File: src/rtl/sha256_pkg.sv
// rtl/sha256_pkg.sv - shared widths, IV constant and FSM states for the SHA-256 state bank
package sha256_pkg;

   localparam int WORD_W    = 32;
   localparam int NUM_WORDS = 8;

   // Word i of the chaining value sits at index i, so IV[0] is H0.
   localparam logic [NUM_WORDS-1:0][WORD_W-1:0] IV = {
      32'h5be0cd19, 32'h1f83d9ab, 32'h9b05688c, 32'h510e527f,
      32'ha54ff53a, 32'h3c6ef372, 32'hbb67ae85, 32'h6a09e667
   };

   typedef enum logic [1:0] {
      ST_IDLE  = 2'd0,
      ST_PASS1 = 2'd1,
      ST_PASS2 = 2'd2,
      ST_DONE  = 2'd3
   } state_t;

endpackage

File: src/rtl/hash_word_acc.sv
// rtl/hash_word_acc.sv - one 32-bit chaining word: IV load, modular add, hold
module hash_word_acc
   import sha256_pkg::*;
#(
   parameter logic [WORD_W-1:0] INIT = '0
) (
   input  logic              clk,
   input  logic              rst_n,
   input  logic              load_iv,
   input  logic              add_en,
   input  logic [WORD_W-1:0] addend,
   output logic [WORD_W-1:0] word,
   output logic [WORD_W-1:0] sum
);

   logic [WORD_W-1:0] word_q;

   assign sum  = word_q + addend;
   assign word = word_q;

   // IV reload wins over add so a double-hash hand-over restarts from IV.
   always_ff @(posedge clk or negedge rst_n) begin
      if (!rst_n) begin
         word_q <= INIT;
      end else if (load_iv) begin
         word_q <= INIT;
      end else if (add_en) begin
         word_q <= sum;
      end
   end

endmodule

File: src/rtl/sha256_state_bank.sv
// rtl/sha256_state_bank.sv - SHA-256 chaining state bank with optional double-hash pass
module sha256_state_bank
   import sha256_pkg::*;
#(
   parameter int MAX_BLOCKS     = 4,
   parameter bit DOUBLE_SUPPORT = 1
) (
   input  logic         clk,
   input  logic         rst_n,
   input  logic         start,
   input  logic [3:0]   nblocks,
   input  logic         double_en,
   input  logic         work_valid,
   input  logic [255:0] work_in,
   output logic         work_ready,
   output logic [255:0] chain_out,
   output logic [255:0] mid_out,
   output logic         phase,
   output logic [255:0] digest_out,
   output logic         digest_valid,
   input  logic         digest_ready,
   output logic         busy,
   output logic         err
);

   localparam logic [3:0] MAX_NB = 4'(MAX_BLOCKS);

   state_t       state, state_nx;
   logic [3:0]   nblk_q, blk_cnt;
   logic         dbl_q;
   logic [255:0] sum_all;
   logic         accept, start_ok, last_blk, load_iv;

   assign accept   = work_ready & work_valid;
   assign start_ok = (nblocks != 4'd0) && (nblocks <= MAX_NB);
   assign last_blk = (blk_cnt == nblk_q - 4'd1);
   assign load_iv  = ((state == ST_PASS1) && accept && last_blk && dbl_q) ||
                     ((state == ST_DONE) && digest_ready);

   for (genvar g = 0; g < NUM_WORDS; g++) begin : g_acc
      hash_word_acc #(.INIT(IV[g])) u_acc (
         .clk     (clk),
         .rst_n   (rst_n),
         .load_iv (load_iv),
         .add_en  (accept),
         .addend  (work_in[g*WORD_W +: WORD_W]),
         .word    (chain_out[g*WORD_W +: WORD_W]),
         .sum     (sum_all[g*WORD_W +: WORD_W])
      );
   end

   always_ff @(posedge clk or negedge rst_n) begin
      if (!rst_n) begin
         state <= ST_IDLE;
      end else begin
         state <= state_nx;
      end
   end

   always_comb begin
      state_nx = state;
      case (state)
         ST_IDLE:  if (start && start_ok) state_nx = ST_PASS1;
         ST_PASS1: if (accept && last_blk) state_nx = dbl_q ? ST_PASS2 : ST_DONE;
         ST_PASS2: if (accept) state_nx = ST_DONE;
         ST_DONE:  if (digest_ready) state_nx = ST_IDLE;
         default:  state_nx = ST_IDLE;
      endcase
   end

   always_comb begin
      work_ready   = (state == ST_PASS1) || (state == ST_PASS2);
      busy         = (state != ST_IDLE);
      digest_valid = (state == ST_DONE);
   end

   // Message bookkeeping and the two result registers.
   always_ff @(posedge clk or negedge rst_n) begin
      if (!rst_n) begin
         nblk_q     <= 4'd0;
         blk_cnt    <= 4'd0;
         dbl_q      <= 1'b0;
         phase      <= 1'b0;
         mid_out    <= '0;
         digest_out <= '0;
         err        <= 1'b0;
      end else begin
         err <= (state == ST_IDLE) && start && !start_ok;
         case (state)
            ST_IDLE: begin
               if (start && start_ok) begin
                  nblk_q  <= nblocks;
                  dbl_q   <= double_en & DOUBLE_SUPPORT;
                  blk_cnt <= 4'd0;
               end
            end
            ST_PASS1: begin
               if (accept) begin
                  if (!last_blk) begin
                     blk_cnt <= blk_cnt + 4'd1;
                  end else if (dbl_q) begin
                     mid_out <= sum_all;
                     phase   <= 1'b1;
                  end else begin
                     digest_out <= sum_all;
                  end
               end
            end
            ST_PASS2: begin
               if (accept) digest_out <= sum_all;
            end
            ST_DONE: begin
               if (digest_ready) phase <= 1'b0;
            end
            default: ;
         endcase
      end
   end

endmodule

File: config.mk
export PLATFORM = sky130hd
export DESIGN_NAME = sha256_state_bank
export DESIGN_NICKNAME = d
export VERILOG_FILES = /design/src/rtl/sha256_pkg.sv /design/src/rtl/hash_word_acc.sv /design/src/rtl/sha256_state_bank.sv
export SDC_FILE = /design/constraint.sdc
export NUM_CORES = 2
export LEC_CHECK = 0
export CORE_AREA = 2 2 404 406
export DETAILED_ROUTE_END_ITERATION = 10
export DIE_AREA = 0 0 406 408
export SYNTH_ARGS = -nofsm -noshare
export SYNTH_HDL_FRONTEND = slang
export SYNTH_SLANG_ARGS = --single-unit
export TNS_END_PERCENT = 30
File: constraint.sdc
create_clock -name clk -period 3.3 [get_ports clk]
set_input_delay 0.495 -clock clk [delete_from_list [all_inputs] [get_ports clk]]
set_output_delay 0.495 -clock clk [all_outputs]
set_load 0.05 [all_outputs]
==> summary.md <==
| Metric | Value |
|---|---|
| Total iterations of the first detailed-routing run | `9` |
| Total Routed Length | `190 mm` |
| Failing checks | `design-rule violations` |
| Multi-input logic area | `21200 sq um` |
| Critical Setup Path Class | `reg -> reg` |
| Final slew viol count | `0` |
| RD Place Congestion | `0.948` |
| Crit-path max FO | `4` |
| Worst setup SP type | `register` |
| DRC viols | `2` |
| Post-route ant nets | `0` |
| CTS tree | `built` |
| Final setup violation count | `0` |
| Die Wd | `406 microns` |
| Post-Synth Simple-Gate Area | `15.2%` |
| Max cap viols | `0` |
| Die Y | `408 microns` |
| Cells after Synth | `4479` |
| Mapped cell area | `41800 sq um` |
| Area growth syn-to-layout | `50.2%` |
| Final setup margin | `0.106 ns` |
| Data required time of the critical path | `3.90 ns` |
| Sink Count | `781` |
| Clock Skews | `0.0504 ns` |
| Top Ports | `1039` |
| Status | `finished with violations` |
| Syn avg cell area | `9.32 sq um` |
| Filler cell count | `16100` |
| Nets | `6514` |
| CTS buffer count | `95` |
| Post-synth ARST share | `100%` |
| Count leader, synth | `nand2_1` |
| Root Driver | `clkbuf_16` |
| Dpl ws | `-0.676 ns` |
| Initial Utilization | `25.8%` |
| Post-Synth XOR/XNOR Area | `5.10%` |
| Via count | `40100` |
| Crit-path cells | `ha_4, buf_4, a211oi_1, or2_1, a2111o_1, a21oi_4, o21a_1, o21a_1, nor2_1, o21ai_0, xor2_1, mux2_2` |
| Post-Syn Nets | `5007` |
| Critical Path AT | `3.80 ns` |
| Die ar. | `166000 sq um` |
| Half-perimeter wire length after detailed placement | `150 mm` |
| Synth area leader | `dfrtp_1` |
| Most frequent cells after synthesis | `nand2_1 (973), dfrtp_1 (645), o21ai_0 (426)` |
| Post-synth EDFFs | `0` |
| Core Util, Final | `38.8%` |
| Vias per cell | `4.85` |
| Post-synth top flop | `dfrtp_1` |
| Adder and majority gate portion of the synthesized area | `7.99%` |
| Fin. Hold Viols | `0` |
| Critical path's largest stage delay | `0.56 ns` |
| Num rows | `148` |
| Antenna violations before repair | `37` |
| Cell mode on critical path | `o21a_1` |
| Clk slew on worst S/H paths | `0.07 ns` |
| Combinational family with the most area after synthesis | `compound AO/OA/AOI/OAI gates` |
| Vias in the first global route | `39800` |
| Post-synthesis cell type count | `92` |
| Layout cells sized above 1 | `18.3%` |
| Fmax | `313 MHz` |
| Worst Hold Class | `in -> reg` |
| Synthesis-stage register bit count | `781` |
| Core area | `162000 sq um` |
| Critical path endpoint category | `register` |
| Post-synthesis mux area share | `3.51%` |
| Share of the synthesized area in the top cell type | `38.6%` |
| Clock Latency Late Sink | `0.71 ns` |
| Compound-gate portion of the synthesized area | `18.3%` |
| Grt total ovfl | `0` |
| Wirelength per Cell | `23.0 microns` |
| First-pass GRT wire length | `275 mm` |
| FF+latch area | `19700 sq um` |
| All-Layer GR Usage | `22.3%` |
| Slowest CP cell | `dfstp_2` |
| Min cycle time layout | `3.19 ns` |
| Sequential cell area fraction in the yosys report | `47.2%` |
| RSZ-0062 raised after global routing | `yes` |
| Final period utilization | `96.8%` |
| Clock buffer depth | `3` |
| Port bufs | `1038` |
| H-Tree Depth | `3` |
| Largest net degree at the start of global routing | `95` |
| Syn. warnings | `0` |
| Slew @ Worst Pin | `0.889 ns` |
| Largest cells by area after synthesis | `dfrtp_1 (39%), nand2_1 (8.7%), dfstp_2 (8.6%)` |
| Slew margin rel. | `40.5%` |
| First DRT Iteration DRCs | `2860` |
cells in the final DEF (no fill, tap or decap), drive strengths merged, types with 9 or more instances in the layout:
cell type | synthesis | routed
nand2 | 973 | 973
bufinv | 0 | 11
a31oi | 36 | 36
o31ai | 11 | 11
dfrtp | 645 | 645
and2 | 13 | 13
a211oi | 34 | 34
nor2 | 242 | 242
nor3 | 32 | 32
a21oi | 334 | 334
mux2 | 123 | 123
or3 | 15 | 15
nand2b | 21 | 21
a211o | 9 | 9
buf | 49 | 605
a21o | 138 | 138
clkbuf | 181 | 129
nand3 | 104 | 104
xor2 | 106 | 106
o21a | 44 | 44
xnor2 | 134 | 134
ha | 254 | 254
o211ai | 83 | 83
or2 | 9 | 9
and3 | 17 | 17
nand4 | 37 | 37
inv | 71 | 80
clkinv | 0 | 24
o21ai | 435 | 435
dfstp | 136 | 136
diode | 0 | 28
clkdlybuf4s50 | 0 | 1034
nor2b | 20 | 20
o21bai | 32 | 32
worst max-delay path, delay by kind of cell (launching register included):
kind	cells	cell delay, ns
compound gates	6	1.23
xor+xnor	1	0.43
fa+ha+maj	1	0.19
mux	1	0.25
simple gates	2	0.31
buf+inv	1	0.12
flops	1	0.56
final cells by class:
| cell class | count | area share, % |
|---|---|---|
| Clock buffer | 129 | 4.33 |
| Timing Repair Buffer | 1640 | 24.5 |
| Antenna cell | 28 | 0.112 |
| Inverter | 71 | 0.425 |
| Sequential cell | 781 | 31.4 |
| Multi-Input combinational cell | 3397 | 33.8 |
| Clock inverter | 50 | 1.05 |
| Tap cell | 2175 | 4.34 |
state kept, by name (all words and copies together) (netlist names):
register / count
nblk_q: 4
digest_out: 256
state: 2
phase: 1
blk_cnt: 4
err: 1
mid_out: 256
g_acc.u_acc.word: 256
dbl_q: 1
per-layer routing:
metal | vias up | routed length, microns | global-route usage, % | part of all wire (%)
li1 | 18700 | - | - | -
met1 | 19700 | 80600 | 28.6 | 42
met2 | 1339 | 88000 | 35.5 | 46
met3 | 298 | 13800 | 5.53 | 7.3
met4 | 14 | 7410 | 9.26 | 3.9
met5 | - | 102 | 0 | 0.054
per-stage QoR:
| stage | instances | area [sq um] | hold slack, ns | setup TNS [ns] |
|---|---|---|---|---|
| finish | 8271 | 62700 | 0.415 | 0 |
| global route | 8266 | 62700 | 0.391 | -0.0246 |
| CTS | 8243 | 62400 | 0.322 | -0.00147 |
| detailed placement | 8062 | 59000 | 0.464 | -100.28 |
| global placement | 8062 | 59000 | 0.457 | -92.20 |
| floorplan | 4479 | 41800 | 0.199 | 0 |
path summary, 6_finish.rpt:
path / start / endpoint / slack, ns / depth (start not counted)
hold reg to reg: mid_out[33]$_DFFE_PN0P_ / mid_out[33]$_DFFE_PN0P_ / 0.48 / 2
min in group asynchronous: rst_n / digest_out[243]$_DFFE_PN0P_ / 0.42 / 2
hold / removal: nblocks[0] / nblk_q[0]$_DFFE_PN0P_ / 0.41 / 3
setup / recovery: g_acc[6].u_acc.word[0]$_DFFE_PN1P_ / digest_out[221]$_DFFE_PN0P_ / 0.11 / 12
setup reg to reg: g_acc[6].u_acc.word[0]$_DFFE_PN1P_ / digest_out[221]$_DFFE_PN0P_ / 0.11 / 12
max in group asynchronous: rst_n / mid_out[121]$_DFFE_PN0P_ / 1.74 / 3
cell families (layout without fill, tap and decap cells):
family | Yosys count | after routing
compound gates | 1246 | 1246
xor+xnor | 241 | 241
fa+ha+maj | 262 | 262
buf+inv | 301 | 1890
flops | 781 | 781
mux | 131 | 131
other cells | 0 | 28
simple gates | 1517 | 1517
what timing repair did:
item,CTS,global route
hold buffers,1,0
pin swaps,2,12
endpoints found under the hold margin,36,0
buffers inserted,1,0
endpoints found under the setup margin,26,124
gates resized for setup,4,47
Power is left out: the tool's default activity adds up to more than one toggle a clock period on the data nets, which glitch-free logic cannot reach.
